==> src/rtl/sequenciador_rodadas_if.sv <==
// Signal bundle between the round sequencer and its environment (game controller and front panel).
interface sequenciador_rodadas_if;
  logic       iniciar;
  logic [1:0] nivel_dificuldade;
  logic       ganhou_ponto;
  logic       perdeu_ponto;
  logic [2:0] position_led;
  logic       conta_nivel;
  logic       reset_nivel;
  logic       reset_ponto;
  logic [7:0] rodada;
  logic [7:0] rodadas_ganhas;
  logic       ultimo_ganhou;
  logic       jogando;
  logic       fim_jogo;

  modport master (
    output iniciar, nivel_dificuldade, ganhou_ponto, perdeu_ponto,
    input  position_led, conta_nivel, reset_nivel, reset_ponto,
    input  rodada, rodadas_ganhas, ultimo_ganhou, jogando, fim_jogo
  );

  modport slave (
    input  iniciar, nivel_dificuldade, ganhou_ponto, perdeu_ponto,
    output position_led, conta_nivel, reset_nivel, reset_ponto,
    output rodada, rodadas_ganhas, ultimo_ganhou, jogando, fim_jogo
  );
endinterface

==> src/rtl/sequenciador_rodadas.sv <==
// Round sequencer: game flow FSM, 1 kHz level tick, pseudo-random target per round
// and round/score bookkeeping in front of the game controller.
module sequenciador_rodadas #(
  parameter int unsigned TICK_DIV    = 50000,
  parameter int unsigned PAUSE_TICKS = 500,
  parameter int unsigned GAME_ROUNDS = 20,
  parameter logic [7:0]  LFSR_SEED   = 8'hA5
) (
  input  logic                   clock,
  input  logic                   reset,
  sequenciador_rodadas_if.slave  bus
);

  localparam int unsigned DIV_W    = $clog2(TICK_DIV);
  localparam int unsigned PAU_W    = $clog2(PAUSE_TICKS + 1);
  localparam int unsigned HALF     = ((PAUSE_TICKS / 2) < 1) ? 1 : (PAUSE_TICKS / 2);
  localparam logic [DIV_W-1:0] DIV_MAX  = DIV_W'(TICK_DIV - 1);
  localparam logic [PAU_W-1:0] LEN_FULL = PAU_W'(PAUSE_TICKS);
  localparam logic [PAU_W-1:0] LEN_HALF = PAU_W'(HALF);
  localparam logic [7:0]       SEED     = (LFSR_SEED == 8'h00) ? 8'h01 : LFSR_SEED;
  localparam logic [7:0]       ROUNDS   = 8'(GAME_ROUNDS);

  typedef enum logic [2:0] {OCIOSO, PREPARA, JOGANDO, PAUSA, FIM} estado_t;

  estado_t          state_q;
  logic [7:0]       lfsr_q;
  logic [DIV_W-1:0] div_q;
  logic [PAU_W-1:0] pausa_q;
  logic [PAU_W-1:0] pausa_len_q;
  logic [2:0]       pos_q;
  logic             conta_q;
  logic             reset_nivel_q;
  logic             reset_ponto_q;
  logic [7:0]       rodada_q;
  logic [7:0]       ganhas_q;
  logic             ultimo_q;
  logic             jogando_q;
  logic             fim_q;

  logic             lfsr_fb;
  logic             tick;
  logic             resultado;
  logic             ultima_rodada;
  logic [2:0]       cand;
  logic [2:0]       pick;
  logic [DIV_W-1:0] div_next;
  logic [PAU_W-1:0] pausa_inc;
  logic [7:0]       rodada_inc;

  assign lfsr_fb       = lfsr_q[7] ^ lfsr_q[5] ^ lfsr_q[4] ^ lfsr_q[3];
  assign tick          = (div_q == DIV_MAX);
  assign div_next      = tick ? '0 : div_q + DIV_W'(1);
  assign pausa_inc     = pausa_q + PAU_W'(1);
  assign resultado     = bus.ganhou_ponto | bus.perdeu_ponto;
  assign rodada_inc    = rodada_q + 8'd1;
  assign ultima_rodada = (rodada_inc == ROUNDS);
  // Bump a colliding candidate so the target never repeats between rounds
  assign cand          = lfsr_q[2:0];
  assign pick          = (cand == pos_q) ? cand + 3'd1 : cand;

  always_ff @(posedge clock) begin
    if (reset) begin
      state_q       <= OCIOSO;
      lfsr_q        <= SEED;
      div_q         <= '0;
      pausa_q       <= '0;
      pausa_len_q   <= LEN_FULL;
      pos_q         <= 3'd0;
      conta_q       <= 1'b0;
      reset_nivel_q <= 1'b1;
      reset_ponto_q <= 1'b0;
      rodada_q      <= 8'd0;
      ganhas_q      <= 8'd0;
      ultimo_q      <= 1'b0;
      jogando_q     <= 1'b0;
      fim_q         <= 1'b0;
    end else begin
      lfsr_q        <= {lfsr_q[6:0], lfsr_fb};
      conta_q       <= 1'b0;
      reset_ponto_q <= 1'b0;
      case (state_q)
        OCIOSO, FIM: begin
          if (bus.iniciar) begin
            state_q       <= PREPARA;
            reset_ponto_q <= 1'b1;
            reset_nivel_q <= 1'b1;
            fim_q         <= 1'b0;
            rodada_q      <= 8'd0;
            ganhas_q      <= 8'd0;
            ultimo_q      <= 1'b0;
          end
        end
        PREPARA: begin
          state_q       <= JOGANDO;
          pos_q         <= pick;
          div_q         <= '0;
          reset_nivel_q <= 1'b0;
          jogando_q     <= 1'b1;
        end
        JOGANDO: begin
          div_q <= div_next;
          if (resultado) begin
            // Closing clock suppresses the level tick even on a divider wrap
            rodada_q      <= rodada_inc;
            ultimo_q      <= bus.ganhou_ponto;
            ganhas_q      <= ganhas_q + 8'(bus.ganhou_ponto);
            reset_nivel_q <= 1'b1;
            if (ultima_rodada) begin
              state_q   <= FIM;
              jogando_q <= 1'b0;
              fim_q     <= 1'b1;
            end else begin
              state_q     <= PAUSA;
              pausa_q     <= '0;
              pausa_len_q <= bus.nivel_dificuldade[1] ? LEN_HALF : LEN_FULL;
            end
          end else begin
            conta_q <= tick;
          end
        end
        PAUSA: begin
          div_q <= div_next;
          if (tick) begin
            if (pausa_inc == pausa_len_q) begin
              state_q       <= JOGANDO;
              pos_q         <= pick;
              div_q         <= '0;
              reset_nivel_q <= 1'b0;
            end else begin
              pausa_q <= pausa_inc;
            end
          end
        end
        default: state_q <= OCIOSO;
      endcase
    end
  end

  assign bus.position_led   = pos_q;
  assign bus.conta_nivel    = conta_q;
  assign bus.reset_nivel    = reset_nivel_q;
  assign bus.reset_ponto    = reset_ponto_q;
  assign bus.rodada         = rodada_q;
  assign bus.rodadas_ganhas = ganhas_q;
  assign bus.ultimo_ganhou  = ultimo_q;
  assign bus.jogando        = jogando_q;
  assign bus.fim_jogo       = fim_q;

endmodule

==> src/flat_wrapper.sv <==
// flat-port wrapper written by rule: the top's interface ports become plain ports
module sequenciador_rodadas_flat 
#(
  parameter int unsigned TICK_DIV    = 50000,
  parameter int unsigned PAUSE_TICKS = 500,
  parameter int unsigned GAME_ROUNDS = 20,
  parameter logic [7:0]  LFSR_SEED   = 8'hA5
)
  (clock, reset, bus_iniciar, bus_nivel_dificuldade, bus_ganhou_ponto, bus_perdeu_ponto, bus_position_led, bus_conta_nivel, bus_reset_nivel, bus_reset_ponto, bus_rodada, bus_rodadas_ganhas, bus_ultimo_ganhou, bus_jogando, bus_fim_jogo);
  sequenciador_rodadas_if bus_i ();
  input  logic clock;
  input  logic reset;
  input wire logic [$bits(bus_i.iniciar)-1:0] bus_iniciar;
  input wire logic [$bits(bus_i.nivel_dificuldade)-1:0] bus_nivel_dificuldade;
  input wire logic [$bits(bus_i.ganhou_ponto)-1:0] bus_ganhou_ponto;
  input wire logic [$bits(bus_i.perdeu_ponto)-1:0] bus_perdeu_ponto;
  output wire logic [$bits(bus_i.position_led)-1:0] bus_position_led;
  output wire logic [$bits(bus_i.conta_nivel)-1:0] bus_conta_nivel;
  output wire logic [$bits(bus_i.reset_nivel)-1:0] bus_reset_nivel;
  output wire logic [$bits(bus_i.reset_ponto)-1:0] bus_reset_ponto;
  output wire logic [$bits(bus_i.rodada)-1:0] bus_rodada;
  output wire logic [$bits(bus_i.rodadas_ganhas)-1:0] bus_rodadas_ganhas;
  output wire logic [$bits(bus_i.ultimo_ganhou)-1:0] bus_ultimo_ganhou;
  output wire logic [$bits(bus_i.jogando)-1:0] bus_jogando;
  output wire logic [$bits(bus_i.fim_jogo)-1:0] bus_fim_jogo;
  assign bus_i.iniciar = bus_iniciar;
  assign bus_i.nivel_dificuldade = bus_nivel_dificuldade;
  assign bus_i.ganhou_ponto = bus_ganhou_ponto;
  assign bus_i.perdeu_ponto = bus_perdeu_ponto;
  assign bus_position_led = bus_i.position_led;
  assign bus_conta_nivel = bus_i.conta_nivel;
  assign bus_reset_nivel = bus_i.reset_nivel;
  assign bus_reset_ponto = bus_i.reset_ponto;
  assign bus_rodada = bus_i.rodada;
  assign bus_rodadas_ganhas = bus_i.rodadas_ganhas;
  assign bus_ultimo_ganhou = bus_i.ultimo_ganhou;
  assign bus_jogando = bus_i.jogando;
  assign bus_fim_jogo = bus_i.fim_jogo;
  sequenciador_rodadas #(.TICK_DIV(TICK_DIV), .PAUSE_TICKS(PAUSE_TICKS), .GAME_ROUNDS(GAME_ROUNDS), .LFSR_SEED(LFSR_SEED)) u_core (.clock(clock), .reset(reset), .bus(bus_i));
endmodule
==> config.mk <==
export PLATFORM = sky130hd
export DESIGN_NAME = sequenciador_rodadas_flat
export DESIGN_NICKNAME = d
export VERILOG_FILES = /design/src/rtl/sequenciador_rodadas_if.sv /design/src/rtl/sequenciador_rodadas.sv /design/src/flat_wrapper.sv
export SDC_FILE = /design/constraint.sdc
export NUM_CORES = 1
export LEC_CHECK = 0
export ABC_CLOCK_PERIOD_IN_PS = 6800
export BUFFER_PORTS_ARGS = -buffer_cell sky130_fd_sc_hd__buf_2
export CORE_MARGIN = 8
export CORE_UTILIZATION = 35
export DETAILED_ROUTE_END_ITERATION = 6
export GPL_ROUTABILITY_DRIVEN = 0
export PLACE_DENSITY = 0.6
export SYNTH_ARGS = -nofsm -noshare
export SYNTH_HDL_FRONTEND = slang
export SYNTH_SLANG_ARGS = --single-unit
==> constraint.sdc <==
create_clock -name clock -period 6.8 [get_ports clock]
set_clock_uncertainty 0.05 [all_clocks]
set_input_delay 0 -clock clock [delete_from_list [all_inputs] [get_ports clock]]
set_output_delay 0 -clock clock [all_outputs]
set_load 0.005 [all_outputs]
==> impl_metrics.toml <==
[power]
peakVddDrop_mv = 0.1306
p_per_area_nw_per_um2 = 237.6
p_leak_nw = 1.384

[detailed_routing]
viasPerCell = 5.335
vias = 2822
post_drt_wl_per_cell_um = 13.66
drt_iter0_markers = 110
antenna_left = 0
post-route-drc-count = 0
drt-total-wl_um = 7227
drtPass1Iterations = 4

[final_layout]
final_cell_area_um2 = 3636
nNetsFinal = 429
area_growth_syn_to_layout_pct = 14.86
mostFrequentLayoutCells = "dfxtp_1 (63), nor2_1 (53), nand2_1 (41)"
final_layout_size_suffix_gt1_frac = 0.1449
fillers = 885
diodes = 0
layout.cells.non_filler = 529
mostFrequentLayoutCell = "dfxtp_1"

[logic_synthesis]
yosysTopAreaCellShare = 0.3984
synth_top_family_by_area = "simple AND/OR/NAND/NOR gates"
synth.area.mux_share = 0.02016
synthArstFlopShare = 0
syn_nets = 404
synth_edf_count = 0
ys_seq_elements = 63
ys_types = 52
synthAdderAreaFrac = 0.02372
syn_inst = 391
synth_compound_area_frac = 0.1668
ys.flop_type = "dfxtp_1"
ys_warn_count = 0
synth-xor-area-share = 0.05534
syn_area_um2 = 3166
avgSynthCellArea_um2 = 8.096
yosys.area_share.simple = 0.3059
ys_seq_area_frac = 0.3984
synth_top_area_cell = "dfxtp_1"
synth_area_leaders = "dfxtp_1 (40%), nor2_1 (6.3%), nand2_1 (4.9%)"

[setup_path]
critPathKind = "reg -> reg"
end_kind = "flop"
required_ps = 6970
ff2ff_path_depth = 6
critPathLaunchType = "flop"
worst_ep_arrival_time_ps = 2740
r2r_setup_slack_ps = 4230
path_max_fanout = 8

[outcome]
outcome = "finished clean"

[timing]
hold_viol_final = 0
max_freq_mhz = 389.0
worstMarginPinSlew_ps = 1226
max-slew-margin-rel = 0.1829
finalSetupTns_ps = 0
rsz0062_at_grt = "false"
period_needed_ps = 2570
finalMaxSlewViolations = 0
period_share = 0.3780
setup_violations = 0

[worst_hold_path]
hold_depth = 3
hold_class = "in -> reg"

[clock_tree]
numClockSinks = 63
path_clk_slew_ps = 70
root_buffer = "clkbuf_8"
cts_resized = 0
cts_made_buffers = 9
htree_levels = 3
cts_tree = "done"
cts_hold_buffers = 4
clockBufferDepth = 2
worstSkewPairLatency_ps = 330
post_cts_buffers = 0

[die]
die_width_um = 111.1
ios = 32
core_area_um2 = 8763
die_area_um2 = 12340
die_h_um = 111.1
start_util = 0.3612
row_count = 34

[placement]
post-place-cells = 509
io_buffer_count = 30
place_area_um2 = 3372
dpl.hpwl_um = 4991

[global_routing]
grt_usage = 0.1198
grt_max_degree = 58
grt_overflow = 0
antenna_found_initial = 0
grt_pass1_vias = 2659
grt_pass1_wl_um = 12670

[job]
maxCapViolCount = 0
[cell usage after synthesis, types with 2 or more instances]
cell type,instances
a21oi_1,28
a22o_1,2
a22oi_1,2
a311oi_1,9
a31oi_1,8
and2_1,3
and3_1,7
and4_1,3
buf_1,2
buf_2,6
clkbuf_1,13
dfxtp_1,63
ha_1,6
inv_1,2
mux2_2,3
mux2i_1,3
nand2_1,41
nand2b_1,8
nand3_1,22
nand3b_1,3
nand4_1,4
nor2_1,53
nor2b_1,4
nor3_1,15
nor3b_1,2
nor4_1,2
nor4b_1,2
o211a_1,2
o21ai_0,23
o32a_1,2
or2_2,6
or2b_1,2
or3_1,2
or4_1,2
xnor2_1,7
xor2_1,13
[metrics by stage]
stage	setup WS (ps)	hold WS [ps]	utilization	power (W)
floorplan	4553	86.01	-	0.0004808
global placement	4212	223.5	0.3848	0.0005062
detailed placement	4203	229.6	0.3848	0.0005075
CTS	4190	198.7	0.4149	0.0008759
global route	4005	222.5	0.4149	0.0009109
finish	4230	206.2	0.4149	0.0008641
[report_power, final]
group	internal, W	switching [W]
clock network	0.000226	0.000137
logic	0.0000389	0.0000657
registers	0.000383	0.0000130
[worst paths after layout]
check,from,endpoint
max,u_core.div_q[7],u_core.pausa_q[5]
min,reset,u_core.bus.rodadas_ganhas[0]
max reg2reg,u_core.div_q[7],u_core.pausa_q[5]
min reg2reg,u_core.lfsr_q[6],u_core.lfsr_q[7]
[sequential cells by signal, summed over array words and instances (netlist names)]
register and count:
u_core.pausa_len_q 2, u_core.bus.rodadas_ganhas 8, u_core.bus.conta_nivel 1, u_core.bus.position_led 3, u_core.bus.rodada 8, u_core.bus.fim_jogo 1, u_core.bus.ultimo_ganhou 1, u_core.lfsr_q 8
u_core.bus.reset_nivel 1, u_core.div_q 16, u_core.bus.reset_ponto 1, u_core.bus.jogando 1, u_core.pausa_q 9, u_core.state_q 3
[logic make-up (layout without fill, tap and decap cells)]
| kind of cell | after synthesis | in the layout |
|---|---|---|
| AO/OA/AOI/OAI | 84 | 84 |
| XOR/XNOR | 20 | 20 |
| adder cells (fa/ha/maj) | 6 | 6 |
| buffers and inverters | 23 | 53 |
| flip-flops | 63 | 63 |
| multiplexers | 6 | 6 |
| AND/OR/NAND/NOR | 189 | 189 |
[worst max-delay path, cell delays in order (launching register included)]
cell       delay (ps)
dfxtp_1           350
or4b_4            560
nor4_4            370
nand3_1           330
o21ai_0           210
o2bb2ai_1         200
a221o_1           380
[area by class of cell]
cell class	count	area [um2]	share of cell area
clock buffers	13	158.9	0.04370
flip-flops and latches	63	1261	0.3469
repair buffers	35	197.7	0.05437
multi-input cells	305	1810	0.4979
clock inverters	3	65.06	0.01789
well taps	108	135.1	0.03716
inverters	2	7.507	0.002065
[layer usage]
layer | global-route usage | vias up | part of all wire
met1 | 0.1533 | 1318 | 0.50
li1 | - | 1448 | -
met5 | 0 | - | 0
met3 | 0.03139 | 7 | 0.031
met2 | 0.1868 | 49 | 0.46
met4 | 0.04622 | 0 | 0.011
No activity file was read; power rests on OpenSTA's default activity.
